### src/rtl/truth_table_sequencer_pkg.sv
// Shared types and helpers for the truth-table sweep sequencer.
package lab_seq_pkg;

  typedef enum logic [1:0] {
    ST_IDLE   = 2'd0,
    ST_DRIVE  = 2'd1,
    ST_SAMPLE = 2'd2,
    ST_DONE   = 2'd3
  } state_e;

  localparam int unsigned SETTLE_DEFAULT = 1;
  localparam int unsigned SETTLE_W       = $clog2(SETTLE_DEFAULT + 1);

  // Counter width able to hold a settle count of 'settle'.
  function automatic int unsigned settle_width(input int unsigned settle);
    return $clog2(settle + 1);
  endfunction

endpackage

### src/rtl/truth_table_sequencer_settle_timer.sv
// Load/count-down settle counter; expired while the count sits at zero.
module settle_timer #(
  parameter int unsigned W = 1
) (
  input  logic         clk,
  input  logic         rst_n,
  input  logic         load,
  input  logic [W-1:0] load_val,
  input  logic         en,
  output logic         expired
);

  logic [W-1:0] cnt_q, cnt_d;

  always_comb begin
    cnt_d = cnt_q;
    if (load) begin
      cnt_d = load_val;
    end else if (en && (cnt_q != '0)) begin
      cnt_d = cnt_q - 1'b1;
    end
  end

  always_ff @(posedge clk or negedge rst_n) begin
    if (!rst_n) begin
      cnt_q <= '0;
    end else begin
      cnt_q <= cnt_d;
    end
  end

  assign expired = (cnt_q == '0);

endmodule

### src/rtl/truth_table_sequencer.sv
// Sweeps vec over every code, compares two unit outputs and records mismatches.
module truth_table_sequencer
  import lab_seq_pkg::*;
#(
  parameter int unsigned N_IN   = 4,
  parameter int unsigned SETTLE = 1
) (
  input  logic            clk,
  input  logic            rst_n,
  input  logic            start,
  input  logic            abort,
  input  logic            y_a,
  input  logic            y_b,
  output logic [N_IN-1:0] vec,
  output logic            busy,
  output logic            done,
  output logic            pass,
  output logic [N_IN:0]   err_count,
  output logic [N_IN-1:0] first_err_vec,
  output logic            first_err_valid
);

  localparam int unsigned TW = settle_width(SETTLE);

  state_e          state_q, state_d;
  logic [N_IN-1:0] vec_q, vec_d;
  logic            busy_q, busy_d;
  logic            done_q, done_d;
  logic            pass_q, pass_d;
  logic [N_IN:0]   err_q, err_d;
  logic [N_IN-1:0] fev_q, fev_d;
  logic            fevv_q, fevv_d;
  logic            tmr_load, tmr_expired;

  // Reload the settle count on every entry into DRIVE.
  assign tmr_load = (state_d == ST_DRIVE) && (state_q != ST_DRIVE);

  settle_timer #(.W(TW)) u_settle_timer (
    .clk      (clk),
    .rst_n    (rst_n),
    .load     (tmr_load),
    .load_val (TW'(SETTLE - 1)),
    .en       (state_q == ST_DRIVE),
    .expired  (tmr_expired)
  );

  always_comb begin
    state_d = state_q;
    vec_d   = vec_q;
    busy_d  = busy_q;
    done_d  = done_q;
    pass_d  = pass_q;
    err_d   = err_q;
    fev_d   = fev_q;
    fevv_d  = fevv_q;
    case (state_q)
      ST_IDLE, ST_DONE: begin
        if (start) begin
          state_d = ST_DRIVE;
          vec_d   = '0;
          busy_d  = 1'b1;
          done_d  = 1'b0;
          pass_d  = 1'b0;
          err_d   = '0;
          fev_d   = '0;
          fevv_d  = 1'b0;
        end else if (state_q == ST_DONE) begin
          done_d = 1'b1;
          pass_d = (err_q == '0);
        end
      end
      ST_DRIVE, ST_SAMPLE: begin
        // Abort takes precedence over the sample taken in this cycle.
        if (abort) begin
          state_d = ST_IDLE;
          vec_d   = '0;
          busy_d  = 1'b0;
          done_d  = 1'b0;
          pass_d  = 1'b0;
        end else if (state_q == ST_DRIVE) begin
          if (tmr_expired) state_d = ST_SAMPLE;
        end else begin
          if (y_a != y_b) begin
            err_d = err_q + 1'b1;
            if (!fevv_q) begin
              fev_d  = vec_q;
              fevv_d = 1'b1;
            end
          end
          if (vec_q == '1) begin
            state_d = ST_DONE;
            vec_d   = '0;
            busy_d  = 1'b0;
          end else begin
            state_d = ST_DRIVE;
            vec_d   = vec_q + 1'b1;
          end
        end
      end
      default: state_d = ST_IDLE;
    endcase
  end

  always_ff @(posedge clk or negedge rst_n) begin
    if (!rst_n) begin
      state_q <= ST_IDLE;
      vec_q   <= '0;
      busy_q  <= 1'b0;
      done_q  <= 1'b0;
      pass_q  <= 1'b0;
      err_q   <= '0;
      fev_q   <= '0;
      fevv_q  <= 1'b0;
    end else begin
      state_q <= state_d;
      vec_q   <= vec_d;
      busy_q  <= busy_d;
      done_q  <= done_d;
      pass_q  <= pass_d;
      err_q   <= err_d;
      fev_q   <= fev_d;
      fevv_q  <= fevv_d;
    end
  end

  assign vec             = vec_q;
  assign busy            = busy_q;
  assign done            = done_q;
  assign pass            = pass_q;
  assign err_count       = err_q;
  assign first_err_vec   = fev_q;
  assign first_err_valid = fevv_q;

endmodule

### config.mk
export PLATFORM = sky130hd
export DESIGN_NAME = truth_table_sequencer
export DESIGN_NICKNAME = d
export VERILOG_FILES = /design/src/rtl/truth_table_sequencer_pkg.sv /design/src/rtl/truth_table_sequencer_settle_timer.sv /design/src/rtl/truth_table_sequencer.sv
export SDC_FILE = /design/constraint.sdc
export NUM_CORES = 1
export LEC_CHECK = 0
export CORE_MARGIN = 5
export CORE_UTILIZATION = 32
export CTS_BUF_LIST = sky130_fd_sc_hd__clkbuf_8
export DETAILED_ROUTE_END_ITERATION = 8
export PLACE_DENSITY_LB_ADDON = 0.25
export SLEW_MARGIN = 20
export SYNTH_ARGS = -nofsm -noshare
export SYNTH_HDL_FRONTEND = slang
export SYNTH_SLANG_ARGS = --single-unit
export TNS_END_PERCENT = 10
### constraint.sdc
create_clock -name clk -period 3 [get_ports clk]
set_input_delay 0.6 -clock clk [delete_from_list [all_inputs] [get_ports clk]]
set_output_delay 0.6 -clock clk [all_outputs]
set_load 0.02 [all_outputs]
==> key figures, run 1 <==
Clock network
  – Worst-path clk slew: approximately 0.070 ns
  – CTS Buf Count: 3
  – CTS tree: done
  – H-tree Lvls: 1
  – Clk Latency, worst-skew pair: ~0.25 ns
  – Post-CTS Setup Repair Bufs: 0
  – Root buf cell: clkbuf_8
  – CTS Hold Bufs: 0
  – Max Buffers Root-to-Sink: 2
  – Clock Sinks: 20
  – Post-CTS sizing: 0

Logic synthesis
  – Most frequent cell after synthesis: dfrtp_1
  – Mapped Avg Cell Area: around 9.8 um2
  – EDFF count, synth: 0
  – Asr flop ratio synth: between 90% and 100%
  – Post-synth top flop: dfrtp_1
  – Yosys top cell area share: 48.5%
  – Post-Syn Instances: 105
  – Synth unique cells: 30
  – Top cells by count, synth: dfrtp_1, nand2_1, o21ai_0
  – Seq/Total Area, Yosys: 48.5%
  – Area contributors post-synth: dfrtp_1, o21ai_0, ha_1
  – Mapped Nets: 116
  – Largest area contributor in the netlist: dfrtp_1
  – Ys Warns: 0
  – Register bit total from synthesis: 20
  – Cell Area, Synth: 1030 um2

Power and ir drop
  – Power per cell area: between 800 and 900 nW/um2
  – Peak VDD IR: 0.653 mV
  – Pint: 668 uW
  – Switch Pwr: 515 uW
  – Lkg Pwr: 0.570 nW
  – Register share of total power: between 30% and 40%
  – Clk network pwr share: about 14%
  – Logic pwr share: around half
  – Sw frac: 43.6%

Layout
  – Layout area overhead: 29.4%
  – Share of cells above drive strength 1: around 4.7%
  – Nets: 140
  – Antenna cells: 0
  – Final core utilization: 43.3%

Die
  – Initial core utilization: 33.5%
  – Die Ht: 66.8 um
  – DIE AREA: 4460 um2
  – Core area: 3080 um2
  – Die W: 66.8 um
  – I/O pins: 23
  – FP Rows: 20

Worst setup path
  – CP top delay family: simple AND/OR/NAND/NOR gates
  – Maximum single-stage delay on the critical path: 0.55 ns
  – CP startpoint kind: register
  – Worst EP arrival: 2.43 ns
  – Required time worst endpoint: 3.19 ns
  – Setup CP Type: register to register
  – CP max FO: 17
  – CP max-delay cell: or4b_1
  – CP cell instances: inv_1 -> ha_1 -> nor3_4 -> a32oi_2 -> or4b_1 -> nand2_1
  – CP bufs+invs: 1
  – Worst Setup End Kind: register

Timing
  – Tcrit/Tclk final: 74.6%
  – Hold Slack: 0.512 ns
  – Final Max Slew Viols: 0
  – Final setup TNS: 0 ns
  – RSZ-0062 raised after global routing: no
  – Final clock skew: roughly 0.0011 ns
  – Fmax: 0.447 GHz
  – Minimum clock period: 2.24 ns
  – Worst slew pin tran: 0.863 ns
  – Slew headroom: 42.3%
  – Final Hold Viols: 0
  – Final setup fails: 0

Placed design
  – HPWL after DPL: approximately 1600 um
  – IO buf count: 22
  – Global placement routability congestion: roughly 0.81

Global route
  – Initial antenna violation count: 0
  – Vias in the first global route: 857
  – Total congestion overflow: 0
  – Largest net degree at the start of global routing: 21
  – First-pass GRT wire length: about 4000 um
  – All-Layer GR Usage: 11.6%

Routing
  – DR iter-0 viols: 31
  – DRC: 0
  – Total vias in the final route: 850
  – DR WL/cell: 13.2 um
  – Via density: 4.97
  – DRT Wirelength: roughly 2300 um
  – Drt first pass iters: 4
  – DRT antenna net count: 0

Min path
  – Hold Crit Class: register to register

Run
  – Max Cap Viol: 0

Status
  – Outcome: finished, final reports clean
power by group through the flow:
stage	Combinational, mW	Sequential, mW	Clock, mW
global route	0.671	0.420	0.190
floorplan	0.366	0.456	0
CTS	0.609	0.409	0.177
detailed placement	0.606	0.413	0
global placement	0.596	0.412	0
finish	0.604	0.408	0.171
layout make-up:
cell class | count | area, um2
flip-flops and latches | 20 | 500
fillers | 311 | 1740
multi-input cells | 76 | 494
repair buffers | 22 | 220
inverters | 6 | 22.5
clock buffers | 3 | 41.3
well taps | 44 | 55.1
kinds of logic (layout without fill, tap and decap cells):
group,Yosys count,in the layout,share of synthesized area (%)
xor gates and xnor gates,1,1,0.850
buffers and inverters,9,31,3.52
AOI/OAI and AO/OA,34,34,21.1
adders and majority gates,5,5,6.07
muxes,1,1,0.971
and+or+nand+nor,35,35,18.9
DFF,20,20,48.5
metal layers:
metal | vias to the layer above | wire, um | part of all wire, % | track usage (%)
li1 | 427 | - | - | -
met1 | 403 | 1080 | 48 | 15.9
met2 | 18 | 1060 | 47 | 17.7
met3 | 2 | 97 | 4.3 | 4.05
met4 | 0 | 12 | 0.53 | 2.03
met5 | - | 0 | 0 | 0
metrics by stage:
| stage | cell area [um2] | cells | worst slack, ns | power (mW) |
|---|---|---|---|---|
| 2_1_floorplan | 1030 | 105 | 1.26 | 0.822 |
| 3_3_place_gp | 1290 | 168 | 0.691 | 1.01 |
| 3_5_place_dp | 1290 | 168 | 0.627 | 1.02 |
| 4_1_cts | 1330 | 171 | 0.768 | 1.19 |
| 5_1_grt | 1330 | 171 | 0.557 | 1.28 |
| 6_report | 1330 | 171 | 0.763 | 1.18 |
path summary, 6_finish.rpt:
| kind | from | endpoint | slack, ns | depth (start not counted) |
|---|---|---|---|---|
| max | state_q[1] | first_err_vec[0] | 0.76 | 6 |
| min | done | done | 0.51 | 2 |
| max reg2reg | state_q[1] | first_err_vec[0] | 0.76 | 6 |
| min reg2reg | done | done | 0.51 | 2 |
| max in group asynchronous | rst_n | vec[2] | 1.63 | 1 |
| min in group asynchronous | rst_n | err_count[4] | 0.84 | 1 |
tightest hold or removal path, stage by stage (launching register included):
cell     delay (ns)
dfrtp_1        0.34
o21ai_0        0.08
nand2_1        0.07
placed cells by master (no fill, tap or decap), drive strengths merged:
cell	count
a22o	2
inv	6
clkbuf	3
dfrtp	20
nor2b	2
nor3b	3
xor2	1
nor3	3
nand4	1
a211o	1
a211oi	1
ha	5
a21boi	1
or4b	4
nand2	16
o21bai	1
nand3	4
a32oi	1
o21ai	15
clkdlybuf4s50	22
mux2i	1
a31oi	2
a221o	1
nor2	2
a21o	1
a21oi	5
o31ai	3
sequential cells by signal (all words and copies together), names as in the netlist:
signal and cells:
first_err_valid 1, first_err_vec 4, vec 4, err_count 5
u_settle_timer.cnt_q 1, pass 1, busy 1, done 1
state_q 2
Note: power is estimated with default switching activity, not from simulation.
==> run 2, diff against run 1 <==
==> constraint.sdc (replaced) <==
create_clock -name clk -period 2.04 [get_ports clk]
set_input_delay 0.408 -clock clk [delete_from_list [all_inputs] [get_ports clk]]
set_output_delay 0.408 -clock clk [all_outputs]
set_load 0.02 [all_outputs]
==> key figures, run 2 (synthesized netlist as in run 1, its figures left out) <==
Worst setup path
  – CP max-delay cell: clkdlybuf4s50_1
  – CP top delay family: buffers and inverters
  – Setup CP Type: register to output port
  – Worst EP arrival: 1.40 ns (-1.03 ns)
  – Maximum single-stage delay on the critical path: 0.66 ns (+0.11 ns)
  – Worst Setup End Kind: output port
  – CP bufs+invs: 1 (unchanged)
  – CP max FO: 9 (-8)
  – CP cell instances: clkdlybuf4s50_1
  – Required time worst endpoint: 1.63 ns (-1.56 ns)
  – CP startpoint kind: register

Die
  – Die W: 66.8 um (unchanged)
  – Core area: 3080 um2 (unchanged)
  – DIE AREA: 4460 um2 (unchanged)
  – Die Ht: 66.8 um (unchanged)
  – Initial core utilization: 33.5% (unchanged)
  – FP Rows: 20 (unchanged)
  – I/O pins: 23 (unchanged)

Global route
  – Met2 usage: 17.9% (+0.25 points)
  – Total congestion overflow: 0 (unchanged)
  – First-pass GRT wire length: 3820 um (-4.5%)
  – Largest net degree at the start of global routing: 21 (unchanged)
  – All-Layer GR Usage: 11.2% (-0.35 points)
  – Vias in the first global route: 809 (-5.6%)
  – Met1 GRT Util: 15.1% (-0.80 points)
  – Met3 Resource Use GR: 3.71% (-0.34 points)
  – Busiest layer in global routing: met2
  – Initial antenna violation count: 0 (unchanged)

Placed design
  – Place WS: 0.114 ns (-0.513 ns)
  – IO buf count: 22 (unchanged)
  – Placed Instance Area: 1340 um2 (+3.5%)
  – Global placement routability congestion: 0.833 (+3.4%)
  – HPWL after DPL: 1700 um (+3.3%)

Timing
  – Tcrit/Tclk final: between 80 and 90%
  – Slew headroom: 74.9% (+33 points)
  – Final setup TNS: 0 ns (unchanged)
  – Worst slew pin tran: 0.374 ns (-0.489 ns)
  – Final clock skew: 0.00111 ns (-0.0000262 ns)
  – Final WS setup: 0.232 ns (-0.530 ns)
  – Minimum clock period: 1.81 ns
  – Fmax: 0.553 GHz
  – RSZ-0062 raised after global routing: no
  – Final Max Slew Viols: 0 (unchanged)
  – Final Hold Viols: 0 (unchanged)
  – Final setup fails: 0 (unchanged)

Status
  – Outcome: finished, final reports clean

Power and ir drop
  – Clk network pwr share: 14.0% (-0.4 points)
  – Power per cell area: 1330 nW/um2 (+50%)
  – Logic pwr share: 53.4% (+2.4 points)
  – Switch Pwr: 782 uW (+52%)
  – Sw frac: 42.5% (-1.0 points)
  – Peak VDD IR: 0.752 mV (+15%)
  – Pint: 1.06 mW (+58%)
  – Register share of total power: 32.6% (-1.9 points)
  – Lkg Pwr: 0.599 nW (+5.1%)
  – Total power: 1.84 mW (+55%)

Routing
  – Drt first pass iters: 4 (unchanged)
  – Total vias in the final route: 879 (+3.4%)
  – DRT antenna net count: 0 (unchanged)
  – DR iter-0 viols: 60 (+94%)
  – Via density: 4.97 (about the same)
  – DR WL/cell: 13.1 um (-0.43%)
  – DRT Wirelength: 2320 um (+3.1%)
  – DRC: 0 (unchanged)

Clock network
  – Post-CTS Setup Repair Bufs: 0 (unchanged)
  – CTS Buf Count: 3 (unchanged)
  – Worst-path clk slew: 0.07 ns (about the same)
  – CTS tree: done
  – Post-CTS sizing: 0 (unchanged)
  – Root buf cell: clkbuf_8
  – Clk Latency, worst-skew pair: 0.25 ns (about the same)
  – H-tree Lvls: 1 (unchanged)
  – Max Buffers Root-to-Sink: 2 (unchanged)
  – Clock Sinks: 20 (unchanged)
  – CTS Hold Bufs: 0 (unchanged)

Layout
  – Share of cells above drive strength 1: 9.02% (+4.3 points)
  – Commonest non-fill, non-tap cell in the layout: clkdlybuf4s50_1
  – Layout area overhead: 33.7%
  – Nets: 146 (+4.3%)
  – Antenna cells: 0 (unchanged)
  – Finished Cell Area: 1380 um2 (+3.4%)
  – Max reg flops: 5 (unchanged)
  – Most frequent cells in the layout: clkdlybuf4s50_1, dfrtp_1, nand2_1, o21ai_0

Min path
  – Hold Crit Class: input pin to async pin

Run
  – Max Cap Viol: 0 (unchanged)
## run 2: cell count changes in the layout (fill, tap and decap cells not counted)
cell and change:
buf_4 +6
## run 2: through the flow
stage               hold slack [ns]  util [%]  std cells
floorplan                     0.112         -        105
global placement              0.488      43.5        174
detailed placement            0.497      43.5        174
CTS                           0.490      44.8        177
global route                  0.508      44.8        177
finish                        0.484      44.8        177
## run 2: routing by layer
metal  wire length (um)  up-vias
li1                   -      438
met1               1110      415
met2               1070       24
met3                130        2
met4                 12        0
met5                  0        -
## run 2: path summary, 6_finish.rpt
check,start,slack [ns],depth (start not counted),endpoint
min in group clk,err_count[4],0.51,1,err_count[4]
worst min-delay path,rst_n,0.48,2,err_count[4]
worst max register to register,state_q[1],0.26,6,u_settle_timer.cnt_q
max in group asynchronous,rst_n,1.35,2,vec[0]
worst min register to register,err_count[4],0.51,1,err_count[4]
worst max-delay path,err_count[2],0.23,1,err_count[2]
## run 2: layout make-up
cell class | instances | area (um2)
fillers | 305 | 1700
flip-flops and latches | 20 | 500
multi-input cells | 76 | 494
repair buffers | 28 | 265
well taps | 44 | 55.1
clock buffers | 3 | 41.3
inverters | 6 | 22.5
## run 2: power by group through the flow
stage	logic (mW)	registers (mW)	clock network [mW]
global placement	0.972	0.602	0
finish	0.982	0.600	0.258
global route	1.11	0.617	0.282
floorplan	0.538	0.671	0
CTS	0.987	0.598	0.270
detailed placement	0.981	0.606	0
